===== src/rtl/sobel_pkg.sv =====
// Shared types and constants for the Sobel frame controller: FSM states,
// 3x3 tap indices (row-major d0..d8) and the per-edge tap groups.
package sobel_pkg;

  typedef enum logic [1:0] {
    ST_IDLE,
    ST_RUN,
    ST_FLUSH,
    ST_DONE
  } state_e;

  localparam int TAP_D0 = 0;
  localparam int TAP_D1 = 1;
  localparam int TAP_D2 = 2;
  localparam int TAP_D3 = 3;
  localparam int TAP_D4 = 4;
  localparam int TAP_D5 = 5;
  localparam int TAP_D6 = 6;
  localparam int TAP_D7 = 7;
  localparam int TAP_D8 = 8;

  localparam logic [8:0] TAP_ALL = 9'h1FF;

  // Taps lying outside the frame when the centre sits on the given edge.
  localparam logic [8:0] EDGE_TOP    = (9'd1 << TAP_D0) | (9'd1 << TAP_D1) | (9'd1 << TAP_D2);
  localparam logic [8:0] EDGE_BOTTOM = (9'd1 << TAP_D6) | (9'd1 << TAP_D7) | (9'd1 << TAP_D8);
  localparam logic [8:0] EDGE_LEFT   = (9'd1 << TAP_D0) | (9'd1 << TAP_D3) | (9'd1 << TAP_D6);
  localparam logic [8:0] EDGE_RIGHT  = (9'd1 << TAP_D2) | (9'd1 << TAP_D5) | (9'd1 << TAP_D8);

  function automatic logic [8:0] border_mask(input logic top, input logic bottom,
                                             input logic left, input logic right);
    logic [8:0] m;
    m = TAP_ALL;
    if (top)    m = m & ~EDGE_TOP;
    if (bottom) m = m & ~EDGE_BOTTOM;
    if (left)   m = m & ~EDGE_LEFT;
    if (right)  m = m & ~EDGE_RIGHT;
    return m;
  endfunction

endpackage


===== src/rtl/sobel_frame_ctrl_if.sv =====
// Handshake/bus bundle between the pixel source, the Sobel frame controller
// and the line-buffer/window datapath.
interface sobel_frame_ctrl_if #(
  parameter int RW = 7,
  parameter int CW = 7
);
  logic          start_i;
  logic          busy_o;
  logic          dp_clr_o;
  logic          pix_valid_i;
  logic          pix_ready_o;
  logic [7:0]    pix_data_i;
  logic          stall_i;
  logic          shift_o;
  logic [7:0]    shift_data_o;
  logic          win_valid_o;
  logic [RW-1:0] win_row_o;
  logic [CW-1:0] win_col_o;
  logic [8:0]    tap_mask_o;
  logic          frame_done_o;

  modport master (
    output start_i, pix_valid_i, pix_data_i, stall_i,
    input  busy_o, dp_clr_o, pix_ready_o, shift_o, shift_data_o,
           win_valid_o, win_row_o, win_col_o, tap_mask_o, frame_done_o
  );

  modport slave (
    input  start_i, pix_valid_i, pix_data_i, stall_i,
    output busy_o, dp_clr_o, pix_ready_o, shift_o, shift_data_o,
           win_valid_o, win_row_o, win_col_o, tap_mask_o, frame_done_o
  );
endinterface


===== src/rtl/sobel_win_pos.sv =====
// Window centre position counters and tap-mask decode, advanced once per
// window-completing shift. Border masking when SOBEL_CTRL_BORDER_MASK_EN is defined.
module sobel_win_pos
  import sobel_pkg::*;
#(
  parameter int ROWS = 128,
  parameter int COLS = 128,
  parameter int RW   = $clog2(ROWS),
  parameter int CW   = $clog2(COLS)
) (
  input  logic          clk,
  input  logic          rst,
  input  logic          clr,
  input  logic          adv,
  output logic          win_valid,
  output logic [RW-1:0] win_row,
  output logic [CW-1:0] win_col,
  output logic [8:0]    tap_mask
);

  logic [RW-1:0] row_q;
  logic [CW-1:0] col_q;
  logic [8:0]    mask_d;

  always_comb begin
`ifdef SOBEL_CTRL_BORDER_MASK_EN
    mask_d = border_mask(row_q == '0, row_q == RW'(ROWS - 1),
                         col_q == '0, col_q == CW'(COLS - 1));
`else
    mask_d = TAP_ALL;
`endif
  end

  // NOTE: every flop here is reset, including the output registers, so a
  // mid-frame reset drives the window outputs to 0 immediately.
  always_ff @(posedge clk or posedge rst) begin
    if (rst) begin
      row_q     <= '0;
      col_q     <= '0;
      win_valid <= 1'b0;
      win_row   <= '0;
      win_col   <= '0;
      tap_mask  <= '0;
    end else begin
      win_valid <= adv;
      tap_mask  <= adv ? mask_d : '0;
      if (clr) begin
        row_q <= '0;
        col_q <= '0;
      end else if (adv) begin
        win_row <= row_q;
        win_col <= col_q;
        if (col_q == CW'(COLS - 1)) begin
          col_q <= '0;
          row_q <= (row_q == RW'(ROWS - 1)) ? '0 : row_q + 1'b1;
        end else begin
          col_q <= col_q + 1'b1;
        end
      end
    end
  end

endmodule


===== src/rtl/sobel_frame_ctrl.sv =====
// Sobel frame sequencer: accepts one pixel frame, drives datapath shifts,
// injects COLS+1 zero flush pixels, reports window positions. Option macro:
// SOBEL_CTRL_BORDER_MASK_EN (border-aware tap mask).
module sobel_frame_ctrl
  import sobel_pkg::*;
#(
  parameter int ROWS = 128,
  parameter int COLS = 128,
  parameter int RW   = $clog2(ROWS),
  parameter int CW   = $clog2(COLS)
) (
  input  logic             clk,
  input  logic             rst,
  sobel_frame_ctrl_if.slave bus
);

  localparam int NPIX   = ROWS * COLS;
  localparam int NSHIFT = NPIX + COLS + 1;
  localparam int KW     = $clog2(NSHIFT + 1);

  state_e        state_q, state_d;
  logic [KW-1:0] k_q;
  logic          shift, pix_ready, dp_clr, busy, frame_done;
  logic [7:0]    shift_data;
  logic          win_adv;

  // NOTE: every output of this block gets a default first so no path can
  // leave a value unassigned and infer a latch.
  always_comb begin
    state_d    = state_q;
    pix_ready  = 1'b0;
    shift      = 1'b0;
    shift_data = '0;
    dp_clr     = 1'b0;
    busy       = 1'b0;
    frame_done = 1'b0;
    unique case (state_q)
      ST_IDLE: begin
        if (bus.start_i) begin
          dp_clr  = 1'b1;
          state_d = ST_RUN;
        end
      end
      ST_RUN: begin
        busy       = 1'b1;
        pix_ready  = !bus.stall_i;
        shift      = bus.pix_valid_i && !bus.stall_i;
        shift_data = bus.pix_data_i;
        if (shift && k_q == KW'(NPIX - 1)) state_d = ST_FLUSH;
      end
      ST_FLUSH: begin
        busy  = 1'b1;
        shift = !bus.stall_i;
        if (shift && k_q == KW'(NSHIFT - 1)) state_d = ST_DONE;
      end
      ST_DONE: begin
        frame_done = 1'b1;
        state_d    = ST_IDLE;
      end
      default: state_d = ST_IDLE;
    endcase
  end

  // NOTE: sequential state uses non-blocking assignments only, so every
  // flop samples the pre-edge values regardless of statement order.
  always_ff @(posedge clk or posedge rst) begin
    if (rst) begin
      state_q <= ST_IDLE;
      k_q     <= '0;
    end else begin
      state_q <= state_d;
      if (dp_clr)     k_q <= '0;
      else if (shift) k_q <= k_q + 1'b1;
    end
  end

  // Shift k completes the window centred COLS+1 pixels behind it.
  assign win_adv = shift && (k_q >= KW'(COLS + 1));

  sobel_win_pos #(
    .ROWS(ROWS),
    .COLS(COLS),
    .RW  (RW),
    .CW  (CW)
  ) u_win_pos (
    .clk      (clk),
    .rst      (rst),
    .clr      (dp_clr),
    .adv      (win_adv),
    .win_valid(bus.win_valid_o),
    .win_row  (bus.win_row_o),
    .win_col  (bus.win_col_o),
    .tap_mask (bus.tap_mask_o)
  );

  assign bus.busy_o       = busy;
  assign bus.dp_clr_o     = dp_clr;
  assign bus.pix_ready_o  = pix_ready;
  assign bus.shift_o      = shift;
  assign bus.shift_data_o = shift_data;
  assign bus.frame_done_o = frame_done;

endmodule


===== src/flat_wrapper.sv =====
// flat-port wrapper written by rule: the top's interface ports become plain ports
module sobel_frame_ctrl_flat import sobel_pkg::*;
#(
  parameter int ROWS = 128,
  parameter int COLS = 128,
  parameter int RW   = $clog2(ROWS),
  parameter int CW   = $clog2(COLS)
)
  (clk, rst, bus_start_i, bus_pix_valid_i, bus_pix_data_i, bus_stall_i, bus_busy_o, bus_dp_clr_o, bus_pix_ready_o, bus_shift_o, bus_shift_data_o, bus_win_valid_o, bus_win_row_o, bus_win_col_o, bus_tap_mask_o, bus_frame_done_o);
  sobel_frame_ctrl_if #(.RW(RW), .CW(CW)) bus_i ();
  input  logic clk;
  input  logic rst;
  input wire logic [$bits(bus_i.start_i)-1:0] bus_start_i;
  input wire logic [$bits(bus_i.pix_valid_i)-1:0] bus_pix_valid_i;
  input wire logic [$bits(bus_i.pix_data_i)-1:0] bus_pix_data_i;
  input wire logic [$bits(bus_i.stall_i)-1:0] bus_stall_i;
  output wire logic [$bits(bus_i.busy_o)-1:0] bus_busy_o;
  output wire logic [$bits(bus_i.dp_clr_o)-1:0] bus_dp_clr_o;
  output wire logic [$bits(bus_i.pix_ready_o)-1:0] bus_pix_ready_o;
  output wire logic [$bits(bus_i.shift_o)-1:0] bus_shift_o;
  output wire logic [$bits(bus_i.shift_data_o)-1:0] bus_shift_data_o;
  output wire logic [$bits(bus_i.win_valid_o)-1:0] bus_win_valid_o;
  output wire logic [$bits(bus_i.win_row_o)-1:0] bus_win_row_o;
  output wire logic [$bits(bus_i.win_col_o)-1:0] bus_win_col_o;
  output wire logic [$bits(bus_i.tap_mask_o)-1:0] bus_tap_mask_o;
  output wire logic [$bits(bus_i.frame_done_o)-1:0] bus_frame_done_o;
  assign bus_i.start_i = bus_start_i;
  assign bus_i.pix_valid_i = bus_pix_valid_i;
  assign bus_i.pix_data_i = bus_pix_data_i;
  assign bus_i.stall_i = bus_stall_i;
  assign bus_busy_o = bus_i.busy_o;
  assign bus_dp_clr_o = bus_i.dp_clr_o;
  assign bus_pix_ready_o = bus_i.pix_ready_o;
  assign bus_shift_o = bus_i.shift_o;
  assign bus_shift_data_o = bus_i.shift_data_o;
  assign bus_win_valid_o = bus_i.win_valid_o;
  assign bus_win_row_o = bus_i.win_row_o;
  assign bus_win_col_o = bus_i.win_col_o;
  assign bus_tap_mask_o = bus_i.tap_mask_o;
  assign bus_frame_done_o = bus_i.frame_done_o;
  sobel_frame_ctrl #(.ROWS(ROWS), .COLS(COLS), .RW(RW), .CW(CW)) u_core (.clk(clk), .rst(rst), .bus(bus_i));
endmodule

===== config.mk =====
export PLATFORM = sky130hd
export DESIGN_NAME = sobel_frame_ctrl_flat
export DESIGN_NICKNAME = d
export VERILOG_FILES = /design/src/rtl/sobel_pkg.sv /design/src/rtl/sobel_frame_ctrl_if.sv /design/src/rtl/sobel_win_pos.sv /design/src/rtl/sobel_frame_ctrl.sv /design/src/flat_wrapper.sv
export SDC_FILE = /design/constraint.sdc
export NUM_CORES = 1
export LEC_CHECK = 0
export BUFFER_PORTS_ARGS = -buffer_cell sky130_fd_sc_hd__buf_2
export CORE_MARGIN = 2
export CORE_UTILIZATION = 49
export DETAILED_ROUTE_END_ITERATION = 7
export PLACE_DENSITY = 0.78
export SYNTH_ARGS = -nofsm -noshare
export SYNTH_HDL_FRONTEND = slang
export SYNTH_HIERARCHICAL = 1
export SYNTH_SLANG_ARGS = --single-unit

===== constraint.sdc =====
create_clock -name clk -period 2.54 [get_ports clk]
set_input_delay 0.127 -clock clk [delete_from_list [all_inputs] [get_ports clk]]
set_output_delay 0.127 -clock clk [all_outputs]
set_load 0.02 [all_outputs]

==> results_tabular.tex, run 1 <==
\begin{tabular}{lr}
\hline
Metric & Value \\
\hline
\multicolumn{2}{l}{\textbf{Status}} \\
Status & finished, final reports clean \\
\multicolumn{2}{l}{\textbf{Finish}} \\
Number of diodes added for antenna fixing & 0 \\
Fin cells & 358 \\
Most frequent cells in the layout & buf\_2, dfrtp\_1, nor2\_1 \\
Layout overhead on the synthesized area & 17.1\% \\
Most common cell after layout, fill and taps aside & buf\_2 \\
Share of layout cells above drive strength 1 & a little under a third \\
Number of nets at the end of the flow & around 310 \\
\multicolumn{2}{l}{\textbf{CTS}} \\
Post-CTS setup buffer count & 0 \\
Clock tree sinks & 46 \\
Number of buffers inserted during clock tree synthesis & 5 \\
TritonCTS clock tree & yes \\
Bufs on Longest Clock Path & 2 \\
CTS root buf & clkbuf\_8 \\
Worst-Skew Late Latency & 290 ps \\
CTS HTree Levels & 2 \\
CTS clk-pin slew, worst paths & roughly 90 ps \\
\multicolumn{2}{l}{\textbf{Synth}} \\
Syn Area/Cell & just over 10 sq um \\
Cell count after synthesis & roughly 240 \\
Top-area cell type share of the netlist area & between 40\% and 50\% \\
Post-synth cell types & 45 \\
Post-synth EDFFs & 0 \\
Sequential fraction of the synthesis area & 46.7\% \\
Synth async-reset ratio & 100\% \\
Number of flip-flops and latches in the synthesized netlist & between 40 and 50 \\
Cell Area, Synth & $\sim$2500 sq um \\
Library cell with the largest summed area after synthesis & dfrtp\_1 \\
Main flop type after synthesis & dfrtp\_1 \\
Cell types with the largest area share after synthesis & dfrtp\_1, mux2\_2, ha\_1 \\
Number of warnings issued by yosys & 6 \\
Net count after synthesis & around 270 \\
\multicolumn{2}{l}{\textbf{Place}} \\
Count of input and output buffers & 49 \\
Final weighted congestion in routability-driven placement & $\sim$0.88 \\
Placed cell count & between 300 and 400 \\
Half-perimeter wire length after detailed placement & between 3 and 4 mm \\
\multicolumn{2}{l}{\textbf{Power}} \\
VDD IR max & roughly 0.51 mV \\
Post-layout power & about 1500 uW \\
Leak Pwr & 0.00142 uW \\
Power per unit of standard cell area & 536 nW/um\^{}2 \\
\multicolumn{2}{l}{\textbf{Global route}} \\
Overall global routing resource usage & a little under 20\% \\
Initial antenna violation count & 0 \\
Total congestion overflow after global routing & 0 \\
Vias in the first global route & 1811 \\
Pin count of the biggest net entering global routing & 30 \\
First-pass GRT wire length & 8.33 mm \\
\multicolumn{2}{l}{\textbf{Route}} \\
Number of nets still failing antenna checks after routing & 0 \\
Via Count & a little under 2000 \\
Iteration-0 DRC Markers & roughly 100 \\
TritonRoute pass-1 iters & 4 \\
DRC & 0 \\
Post-detailed-routing wire length & between 4 and 5 mm \\
Average detailed-routed wire length per instance & roughly 14 um \\
Vias per inst & approximately 5.4 \\
\multicolumn{2}{l}{\textbf{STA}} \\
Number of pins exceeding their max-slew limit in the final report & 0 \\
Setup tns final & 0 ps \\
Hold WS & about 360 ps \\
Final period utilization & between 90\% and 100\% \\
Setup repair after global routing missed its margin & no \\
Slew headroom & 56.3\% \\
Post-layout minimum cycle time & roughly 2300 ps \\
Highest achievable clock rate & around 430 MHz \\
Final Setup Violations & 0 \\
Transition time at the pin with the least slew margin & 655 ps \\
Number of hold-slack violations in the final timing report & 0 \\
Clock skew & 5.74 ps \\
\multicolumn{2}{l}{\textbf{Setup path}} \\
Arrival time worst endpoint & approximately 2600 ps \\
Worst-path maximum fanout & 11 \\
Required time of the critical path & between 2000 and 3000 ps \\
Setup crit end kind & register \\
Worst setup slack for register-to-register paths & between 150 and 200 ps \\
Crit start category & register \\
Critical Setup Path Class & register to register \\
\multicolumn{2}{l}{\textbf{Flow run}} \\
Max capacitance violation total & 0 \\
\multicolumn{2}{l}{\textbf{Floorplan}} \\
Number of placed I/O pins & 50 \\
Die outline width & 74.9 um \\
Area of the die & 5620 sq um \\
Floorplan row count & 25 \\
Core area & between 4000 and 5000 sq um \\
Height of the die & around 75 um \\
Initial core utilization & between 50\% and 60\% \\
\multicolumn{2}{l}{\textbf{Min path}} \\
Min-Delay Path Class & primary input to register \\
\hline
\end{tabular}
==> cells in the mapped netlist (all sizes together), types with 2 or more instances <==
| cell type | instances |
|---|---|
| nor3 | 8 |
| nor2b | 4 |
| or2 | 2 |
| inv | 10 |
| and2 | 9 |
| nand3 | 10 |
| dfrtp | 46 |
| o31ai | 5 |
| nand2 | 11 |
| clkbuf | 7 |
| or3 | 4 |
| o21ai | 7 |
| a21oi | 11 |
| xor2 | 8 |
| ha | 9 |
| and4 | 2 |
| buf | 13 |
| or4 | 5 |
| nor2 | 23 |
| nand2b | 2 |
| nor4 | 4 |
| o211ai | 2 |
| xnor2 | 9 |
| a31oi | 2 |
| mux2 | 14 |
| nand4 | 5 |
==> state kept, by name (all words and copies together), names as in the netlist <==
signal                     cells
u_core/k_q                    15
u_core/state_q                 2
u_core/u_win_pos/col_q         7
u_core/u_win_pos/row_q         7
u_core/u_win_pos/tap_mask      1
u_core/u_win_pos/win_col       7
u_core/u_win_pos/win_row       7
==> cell type report <==
| type | count | area, sq um |
|---|---|---|
| clock inverters | 2 | 37.5 |
| well taps | 67 | 83.8 |
| clock buffers | 6 | 72.6 |
| inverters | 10 | 37.5 |
| fillers | 414 | 1900 |
| flip-flops and latches | 46 | 1150 |
| multi-input cells | 167 | 1170 |
| repair buffers | 60 | 330 |
==> where the power goes <==
group          internal (uW)  switching (uW)
logic                   81.2            99.9
clock network            294             239
registers                773            62.5
total                   1150             402
==> logic make-up (layout without fill, tap and decap cells) <==
family	after synthesis	in the layout	share of synthesized area, %
xor gates and xnor gates	17	17	6.04
buffers and inverters	30	78	6.34
muxes	15	15	6.80
adders and majority gates	9	9	4.57
DFF	46	46	46.7
and+or+nand+nor	93	93	21.1
AOI/OAI and AO/OA	33	33	8.52
==> critical path, cell delays in order, from the launching register on <==
cell and delay, ps:
dfrtp_1 410, inv_1 80, ha_2 360, nand2b_4 80, nor2_4 110, inv_1 60
a31oi_2 250, nand4_4 200, or4_1 560, a21oi_1 170
==> path summary, 6_finish.rpt <==
check                                            start                          end  depth (start not counted)
max in group asynchronous                          rst                u_core/k_q[5]                          3
setup reg to reg                     u_core/state_q[0]    u_core/u_win_pos/row_q[6]                          9
setup / recovery                     u_core/state_q[0]    u_core/u_win_pos/row_q[6]                          9
hold / removal                             bus_stall_i            u_core/state_q[0]                          4
hold reg to reg            u_core/u_win_pos/win_row[3]  u_core/u_win_pos/win_row[3]                          1
min in group asynchronous                          rst  u_core/u_win_pos/win_col[1]                          4
==> stage by stage <==
stage | worst slack (ps) | instance area [sq um] | util (%)
floorplan | 4.29 | 2480 | -
global placement | 232 | 2760 | 57.7
detailed placement | 138 | 2760 | 57.7
CTS | 113 | 2880 | 60.2
global route | 35.9 | 2890 | 60.3
finish | 194 | 2890 | 60.3
==> what timing repair did <==
action                     CTS  global route
hold buffers                 1             0
resized for setup            0             1
setup endpoints to repair    0             5
hold endpoints to repair    46             0
==> per-layer routing <==
| metal | share of wire, % | GRT usage, % | vias up |
|---|---|---|---|
| met2 | 49 | 30.5 | 40 |
| met5 | 0 | 0 | - |
| met3 | 4.4 | 3.21 | 4 |
| met4 | 0.97 | 5.36 | 0 |
| met1 | 45 | 27.4 | 939 |
| li1 | - | - | 940 |
(Power assumes the default switching activity.)
==> inputs of run 2 (changes only) <==
==> constraint.sdc (replaced) <==
create_clock -name clk -period 2 [get_ports clk]
set_input_delay 0.1 -clock clk [delete_from_list [all_inputs] [get_ports clk]]
set_output_delay 0.1 -clock clk [all_outputs]
set_load 0.05 [all_outputs]
==> run 2 against run 1 <==
Against the previous run: sequential share of layout area decreased by 6.4 points; non-clock buffer count grew 31; flip-flop and latch count stayed put; hold slack worse by 18 ps; largest cell class unchanged; global-route usage increased by 3.0 points; largest power group unchanged; register-to-register slack worse by 330 ps; sequential power increased by 22%; clock power up 6.8%; die area did not move; count of clock-buffer cells in the layout is 1 lower; power increased by 34%; the run now ends with negative setup slack left.
==> results_tabular.tex, run 2 (synthesis gave the netlist of run 1 again) <==
\begin{tabular}{lr}
\hline
Metric & Value \\
\hline
\multicolumn{2}{l}{\textbf{STA}} \\
Slew headroom & 57.1\% (+0.85 points) \\
Post-layout minimum cycle time & 2140 ps (-210 ps) \\
Setup repair after global routing missed its margin & yes \\
Highest achievable clock rate & 468 MHz (+9.8\%) \\
Setup WS post-layout & -136 ps (-330 ps) \\
Final period utilization & 107\% (+14 points) \\
Number of pins exceeding their max-slew limit in the final report & 0 (unchanged) \\
Transition time at the pin with the least slew margin & 643 ps (-12.7 ps) \\
Setup tns final & -1740 ps (-1740 ps) \\
Final Setup Violations & 24 (+24) \\
Clock skew & 9.71 ps (+3.98 ps) \\
Number of hold-slack violations in the final timing report & 0 (unchanged) \\
\multicolumn{2}{l}{\textbf{Global route}} \\
Overall global routing resource usage & 22.2\% (+3.0 points) \\
Total congestion overflow after global routing & 0 (unchanged) \\
Initial antenna violation count & 0 (unchanged) \\
Pin count of the biggest net entering global routing & 30 (unchanged) \\
Vias in the first global route & 2082 (+15\%) \\
First-pass GRT wire length & 9.53 mm (+14\%) \\
\multicolumn{2}{l}{\textbf{Finish}} \\
Largest register FFs & 15 (unchanged) \\
Most common cell after layout, fill and taps aside & buf\_2 \\
Fin cells & 390 (+8.9\%) \\
Share of layout cells above drive strength 1 & 47.4\% (+17 points) \\
Number of nets at the end of the flow & 344 (+10\%) \\
Layout overhead on the synthesized area & 39.4\% \\
Top reg by flops & u\_core/k\_q \\
Most frequent cells in the layout & buf\_2, dfrtp\_1, buf\_4 \\
Final standard cell area without fillers & 3440 sq um (+19\%) \\
Number of diodes added for antenna fixing & 0 (unchanged) \\
\multicolumn{2}{l}{\textbf{Status}} \\
Violations in the final reports & negative setup slack \\
Status & finished with violations \\
\multicolumn{2}{l}{\textbf{Route}} \\
Iteration-0 DRC Markers & 167 (+62\%) \\
Average detailed-routed wire length per instance & 16.2 um (+20\%) \\
Vias per inst & 5.59 (+4.1\%) \\
DRC & 0 (unchanged) \\
TritonRoute pass-1 iters & 4 (unchanged) \\
Via Count & 2180 (+13\%) \\
Number of nets still failing antenna checks after routing & 0 (unchanged) \\
Post-detailed-routing wire length & 6.33 mm (+30\%) \\
\multicolumn{2}{l}{\textbf{Power}} \\
Net switching power & 634 uW (+58\%) \\
Leak Pwr & 0.00169 uW (+19\%) \\
Clock Power Share & 27.3\% (-7.1 points) \\
Logic pwr share & 23.9\% (+12 points) \\
Post-layout power & 2080 uW (+34\%) \\
VDD IR max & 0.562 mV (+11\%) \\
Internal power & 1450 uW (+26\%) \\
Switching portion of total power & 30.4\% (+4.5 points) \\
Seq pwr share & 48.8\% (-5.1 points) \\
Power per unit of standard cell area & 606 nW/um\^{}2 (+13\%) \\
\multicolumn{2}{l}{\textbf{Floorplan}} \\
Height of the die & 74.9 um (unchanged) \\
Floorplan row count & 25 (unchanged) \\
Initial core utilization & 51.5\% (unchanged) \\
Number of placed I/O pins & 50 (unchanged) \\
Die outline width & 74.9 um (unchanged) \\
Core area & 4790 sq um (unchanged) \\
Area of the die & 5620 sq um (unchanged) \\
\multicolumn{2}{l}{\textbf{CTS}} \\
TritonCTS clock tree & yes \\
Number of buffers inserted during clock tree synthesis & 5 (unchanged) \\
Clock tree sinks & 46 (unchanged) \\
CTS root buf & clkbuf\_8 \\
Bufs on Longest Clock Path & 2 (unchanged) \\
Worst-Skew Late Latency & 300 ps (about the same) \\
CTS HTree Levels & 2 (unchanged) \\
CTS clk-pin slew, worst paths & 90 ps (about the same) \\
\multicolumn{2}{l}{\textbf{Place}} \\
Final weighted congestion in routability-driven placement & 0.825 (-6.4\%) \\
Placed cell count & 373 (+6.9\%) \\
Count of input and output buffers & 49 (unchanged) \\
Dpl cell area & 3030 sq um (+9.7\%) \\
Half-perimeter wire length after detailed placement & 3.82 mm (+7.6\%) \\
Setup slack at placement & -120 ps (-258 ps) \\
\multicolumn{2}{l}{\textbf{Setup path}} \\
Required time of the critical path & 2210 ps (-550 ps) \\
Crit start category & register \\
Worst-path maximum fanout & 5 (-6) \\
Arrival time worst endpoint & 2350 ps (-220 ps) \\
Critical Setup Path Class & register to register \\
Setup crit end kind & register \\
\multicolumn{2}{l}{\textbf{Min path}} \\
Min-Delay Path Class & primary input to register \\
\multicolumn{2}{l}{\textbf{Flow run}} \\
Max capacitance violation total & 0 (unchanged) \\
\hline
\end{tabular}
==> run 2: layout make-up <==
| type | count | area, sq um |
|---|---|---|
| Multi-Input combinational cell | 168 | 1470 |
| Sequential cell | 46 | 1150 |
| Fill cell | 321 | 1350 |
| Timing Repair Buffer | 91 | 601 |
| Inverter | 10 | 37.5 |
| Clock inverter | 3 | 23.8 |
| Tap cell | 67 | 83.8 |
| Clock buffer | 5 | 68.8 |
==> run 2: critical path: stages (launching register included) <==
cell	delay (ps)
dfrtp_1	390
inv_2	70
ha_4	280
nand2b_4	60
nor2_4	120
inv_2	60
a31oi_4	170
buf_6	140
buf_4	110
nand4_2	140
or3_1	360
a21oi_1	150
==> run 2: routing by layer <==
layer | wire [um] | vias up | share of wire (%) | GRT usage (%)
li1 | - | 1000 | - | -
met1 | 2560 | 1066 | 40 | 28.9
met2 | 3270 | 97 | 52 | 35.9
met3 | 350 | 17 | 5.5 | 5.62
met4 | 143 | 0 | 2.3 | 8.33
met5 | 0 | - | 0 | 0
==> run 2: timing repair <==
item,in CTS,in global routing
cloned,1,0
resized for setup,14,37
setup buffers,3,4
endpoints found under the hold margin,46,0
pin swaps,2,8
hold buffers,1,0
endpoints found under the setup margin,27,34
==> run 2: through the flow <==
step / hold slack [ps] / utilization, %
after floorplan: 26.1 / -
after global placement: 190 / 63.3
after detailed placement: 192 / 63.3
after CTS: 281 / 67.3
after global routing: 327 / 71.8
final: 338 / 71.8
==> run 2: power groups by stage <==
stage	Sequential (uW)	Clock, uW	Combinational [uW]
3_5_place_dp	1030	0	402
5_1_grt	1020	633	542
6_report	1020	569	498
4_1_cts	1010	585	419
3_3_place_gp	1030	0	386
2_1_floorplan	1060	0	195
==> run 2: final timing paths <==
check                      slack, ps                   startpoint                          end  cells after the start
min in group asynchronous        430                          rst    u_core/u_win_pos/row_q[3]                      4
setup / recovery                -140            u_core/state_q[0]    u_core/u_win_pos/row_q[2]                     11
hold reg to reg                  510  u_core/u_win_pos/win_col[4]  u_core/u_win_pos/win_col[4]                      1
hold / removal                   340                  bus_start_i                u_core/k_q[5]                      3
setup reg to reg                -140            u_core/state_q[0]    u_core/u_win_pos/row_q[2]                     11
max in group asynchronous       1150                          rst                u_core/k_q[4]                      3
==> inputs of run 3 (changes only) <==
--- a/config.mk
+++ b/config.mk
@@ -9,7 +9,7 @@
 export CORE_MARGIN = 2
 export CORE_UTILIZATION = 49
 export DETAILED_ROUTE_END_ITERATION = 7
-export PLACE_DENSITY = 0.78
+export PLACE_DENSITY = 0.77
 export SYNTH_ARGS = -nofsm -noshare
 export SYNTH_HDL_FRONTEND = slang
 export SYNTH_HIERARCHICAL = 1
==> run 3 against run 2 <==
Against the previous run: worst setup slack improved by 11 ps; sequential power about the same; cell area shrank 0.40%; largest cell class unchanged; the flow still finishes with violations (negative setup slack); combinational power rose by 6.2%; routed wire length shrank 1.7%; register-to-register slack about the same; power is 1.6% higher.
==> results_tabular.tex, run 3 (synthesis gave the netlist of run 1 again) <==
\begin{tabular}{lr}
\hline
Metric & Value \\
\hline
\multicolumn{2}{l}{\textbf{Status}} \\
Status & finished with violations \\
Violations in the final reports & negative setup slack \\
\multicolumn{2}{l}{\textbf{Floorplan}} \\
Area of the die & 5620 sq um (unchanged) \\
Height of the die & 74.9 um (unchanged) \\
Floorplan row count & 25 (unchanged) \\
Initial core utilization & 51.5\% (unchanged) \\
Core area & 4790 sq um (unchanged) \\
Number of placed I/O pins & 50 (unchanged) \\
Die outline width & 74.9 um (unchanged) \\
\multicolumn{2}{l}{\textbf{Finish}} \\
Number of diodes added for antenna fixing & 0 (unchanged) \\
Largest register FFs & 15 (unchanged) \\
Most frequent cells in the layout & buf\_2, dfrtp\_1, buf\_4 \\
Share of layout cells above drive strength 1 & 47.4\% (about the same) \\
Fin cells & 392 (+0.51\%) \\
Number of fill cells & 321 (unchanged) \\
Fraction of the core area covered by cells at the end of the flow & 71.5\% (-0.29 points) \\
Number of nets at the end of the flow & 346 (+0.58\%) \\
Top reg by flops & u\_core/k\_q \\
Layout overhead on the synthesized area & 38.8\% \\
Final standard cell area without fillers & 3420 sq um (-0.40\%) \\
Most common cell after layout, fill and taps aside & buf\_2 \\
\multicolumn{2}{l}{\textbf{CTS}} \\
CTS clk-pin slew, worst paths & 90 ps (about the same) \\
Worst-Skew Late Latency & 300 ps (about the same) \\
Clock tree sinks & 46 (unchanged) \\
Bufs on Longest Clock Path & 2 (unchanged) \\
CTS HTree Levels & 2 (unchanged) \\
CTS root buf & clkbuf\_8 \\
Number of buffers inserted during clock tree synthesis & 5 (unchanged) \\
TritonCTS clock tree & yes \\
\multicolumn{2}{l}{\textbf{Power}} \\
VDD IR max & 0.606 mV (+7.8\%) \\
Power per unit of standard cell area & 618 nW/um\^{}2 (+2.0\%) \\
Leak Pwr & 0.00170 uW (+0.41\%) \\
Post-layout power & 2120 uW (+1.6\%) \\
\multicolumn{2}{l}{\textbf{Setup path}} \\
Source of the critical timing path & u\_core/state\_q[1] \\
FF-to-FF End & u\_core/u\_win\_pos/row\_q[1] \\
Worst-path maximum fanout & 6 (+1) \\
Crit Reg-Reg Startpoint & u\_core/state\_q[1] \\
Required time of the critical path & 2200 ps (about the same) \\
Critical Setup Path Class & register to register \\
Worst setup slack for register-to-register paths & -130 ps (about the same) \\
Timing endpoint of the critical path & u\_core/u\_win\_pos/row\_q[1] \\
Arrival time worst endpoint & 2320 ps (-30 ps) \\
Setup crit end kind & register \\
Worst reg2reg path depth & 10 (-1) \\
Crit start category & register \\
\multicolumn{2}{l}{\textbf{Route}} \\
Number of nets still failing antenna checks after routing & 0 (unchanged) \\
Via Count & 2118 (-2.8\%) \\
Average detailed-routed wire length per instance & 15.9 um (-2.2\%) \\
DRC & 0 (unchanged) \\
TritonRoute pass-1 iters & 4 (unchanged) \\
Vias per inst & 5.40 (-3.3\%) \\
Iteration-0 DRC Markers & 135 (-19\%) \\
Post-detailed-routing wire length & 6.22 mm (-1.7\%) \\
\multicolumn{2}{l}{\textbf{Global route}} \\
Vias in the first global route & 2048 (-1.6\%) \\
First-pass GRT wire length & 9.88 mm (+3.7\%) \\
Overall global routing resource usage & 23.4\% (+1.2 points) \\
Initial antenna violation count & 0 (unchanged) \\
Total congestion overflow after global routing & 0 (unchanged) \\
Pin count of the biggest net entering global routing & 30 (unchanged) \\
\multicolumn{2}{l}{\textbf{Place}} \\
Final weighted congestion in routability-driven placement & 0.864 (+4.7\%) \\
Placed cell count & 373 (unchanged) \\
Count of input and output buffers & 49 (unchanged) \\
Dpl cell area & 3040 sq um (+0.41\%) \\
Half-perimeter wire length after detailed placement & 4.09 mm (+6.9\%) \\
\multicolumn{2}{l}{\textbf{Min path}} \\
Startpoint of the tightest hold check path & bus\_stall\_i \\
Min-Delay Path Class & primary input to register \\
\multicolumn{2}{l}{\textbf{Flow run}} \\
Max capacitance violation total & 0 (unchanged) \\
\multicolumn{2}{l}{\textbf{STA}} \\
Slew headroom & 53.4\% (-3.7 points) \\
Hold WS & 333 ps (-5.00 ps) \\
Setup WS post-layout & -125 ps (+10.8 ps) \\
Transition time at the pin with the least slew margin & 699 ps (+56.0 ps) \\
Number of hold-slack violations in the final timing report & 0 (unchanged) \\
Final Setup Violations & 24 (unchanged) \\
Setup repair after global routing missed its margin & yes \\
Highest achievable clock rate & 471 MHz (+0.51\%) \\
Number of pins exceeding their max-slew limit in the final report & 0 (unchanged) \\
Final period utilization & 106\% (-0.54 points) \\
Clock skew & 7.70 ps (-2.01 ps) \\
Post-layout minimum cycle time & 2130 ps (-10.8 ps) \\
\hline
\end{tabular}
run 3: worst min-delay path by stage:
stage                                   to  slack (ps)  depth (start not counted)
2_1_floorplan                u_core/k_q[0]          30                          1
3_3_place_gp   u_core/u_win_pos/win_row[4]         190                          3
3_5_place_dp     u_core/u_win_pos/row_q[4]         190                          3
4_1_cts                  u_core/state_q[1]         340                          4
5_1_grt                      u_core/k_q[8]         350                          5
6_report                     u_core/k_q[8]         330                          5
run 3: worst max-delay path, cell delays in order, from the launching register on:
cell      delay [ps]
dfrtp_1          390
inv_2             90
ha_4             290
nand2b_4          70
nor2_4            90
inv_1             40
a31oi_1          160
buf_4            180
nand4_4          140
or2_4            290
o41ai_2          280
run 3: final cells by class:
class                           instances  area, sq um  area share, %
Sequential cell                        46         1150           33.7
Multi-Input combinational cell        168         1440           42.0
Clock inverter                          3         21.3          0.621
Timing Repair Buffer                   93          621           18.1
Inverter                               10         37.5           1.10
Tap cell                               67         83.8           2.45
Clock buffer                            5         68.8           2.01
run 3: layer usage:
metal,up-vias,share of wire [%],track usage (%)
met2,74,48,38.2
met1,1034,46,32.8
li1,1004,-,-
met4,0,0.88,5.95
met5,-,0,0
met3,6,4.9,3.88
run 3: power by group:
group          leakage [uW]  switching, uW  internal, uW
Sequential         0.000619           35.5           982
Clock             0.0000441            324           246
Combinational       0.00103            272           257
Total               0.00170            632          1480
run 3: metrics by stage:
| step | setup TNS, ps | worst slack [ps] |
|---|---|---|
| CTS | -1350 | -101 |
| floorplan | -10190 | -513 |
| detailed placement | -3350 | -178 |
| global route | -3230 | -184 |
| finish | -1890 | -125 |
| global placement | -2050 | -133 |
run 3: repair_timing:
action / in CTS / in global routing
endpoints found under the setup margin: 32 / 36
resized for setup: 40 / 9
hold buffers: 1 / 0
pin swaps: 12 / 7
buffers inserted: 7 / 3
cloned: 2 / 0
hold endpoints to repair: 46 / 0
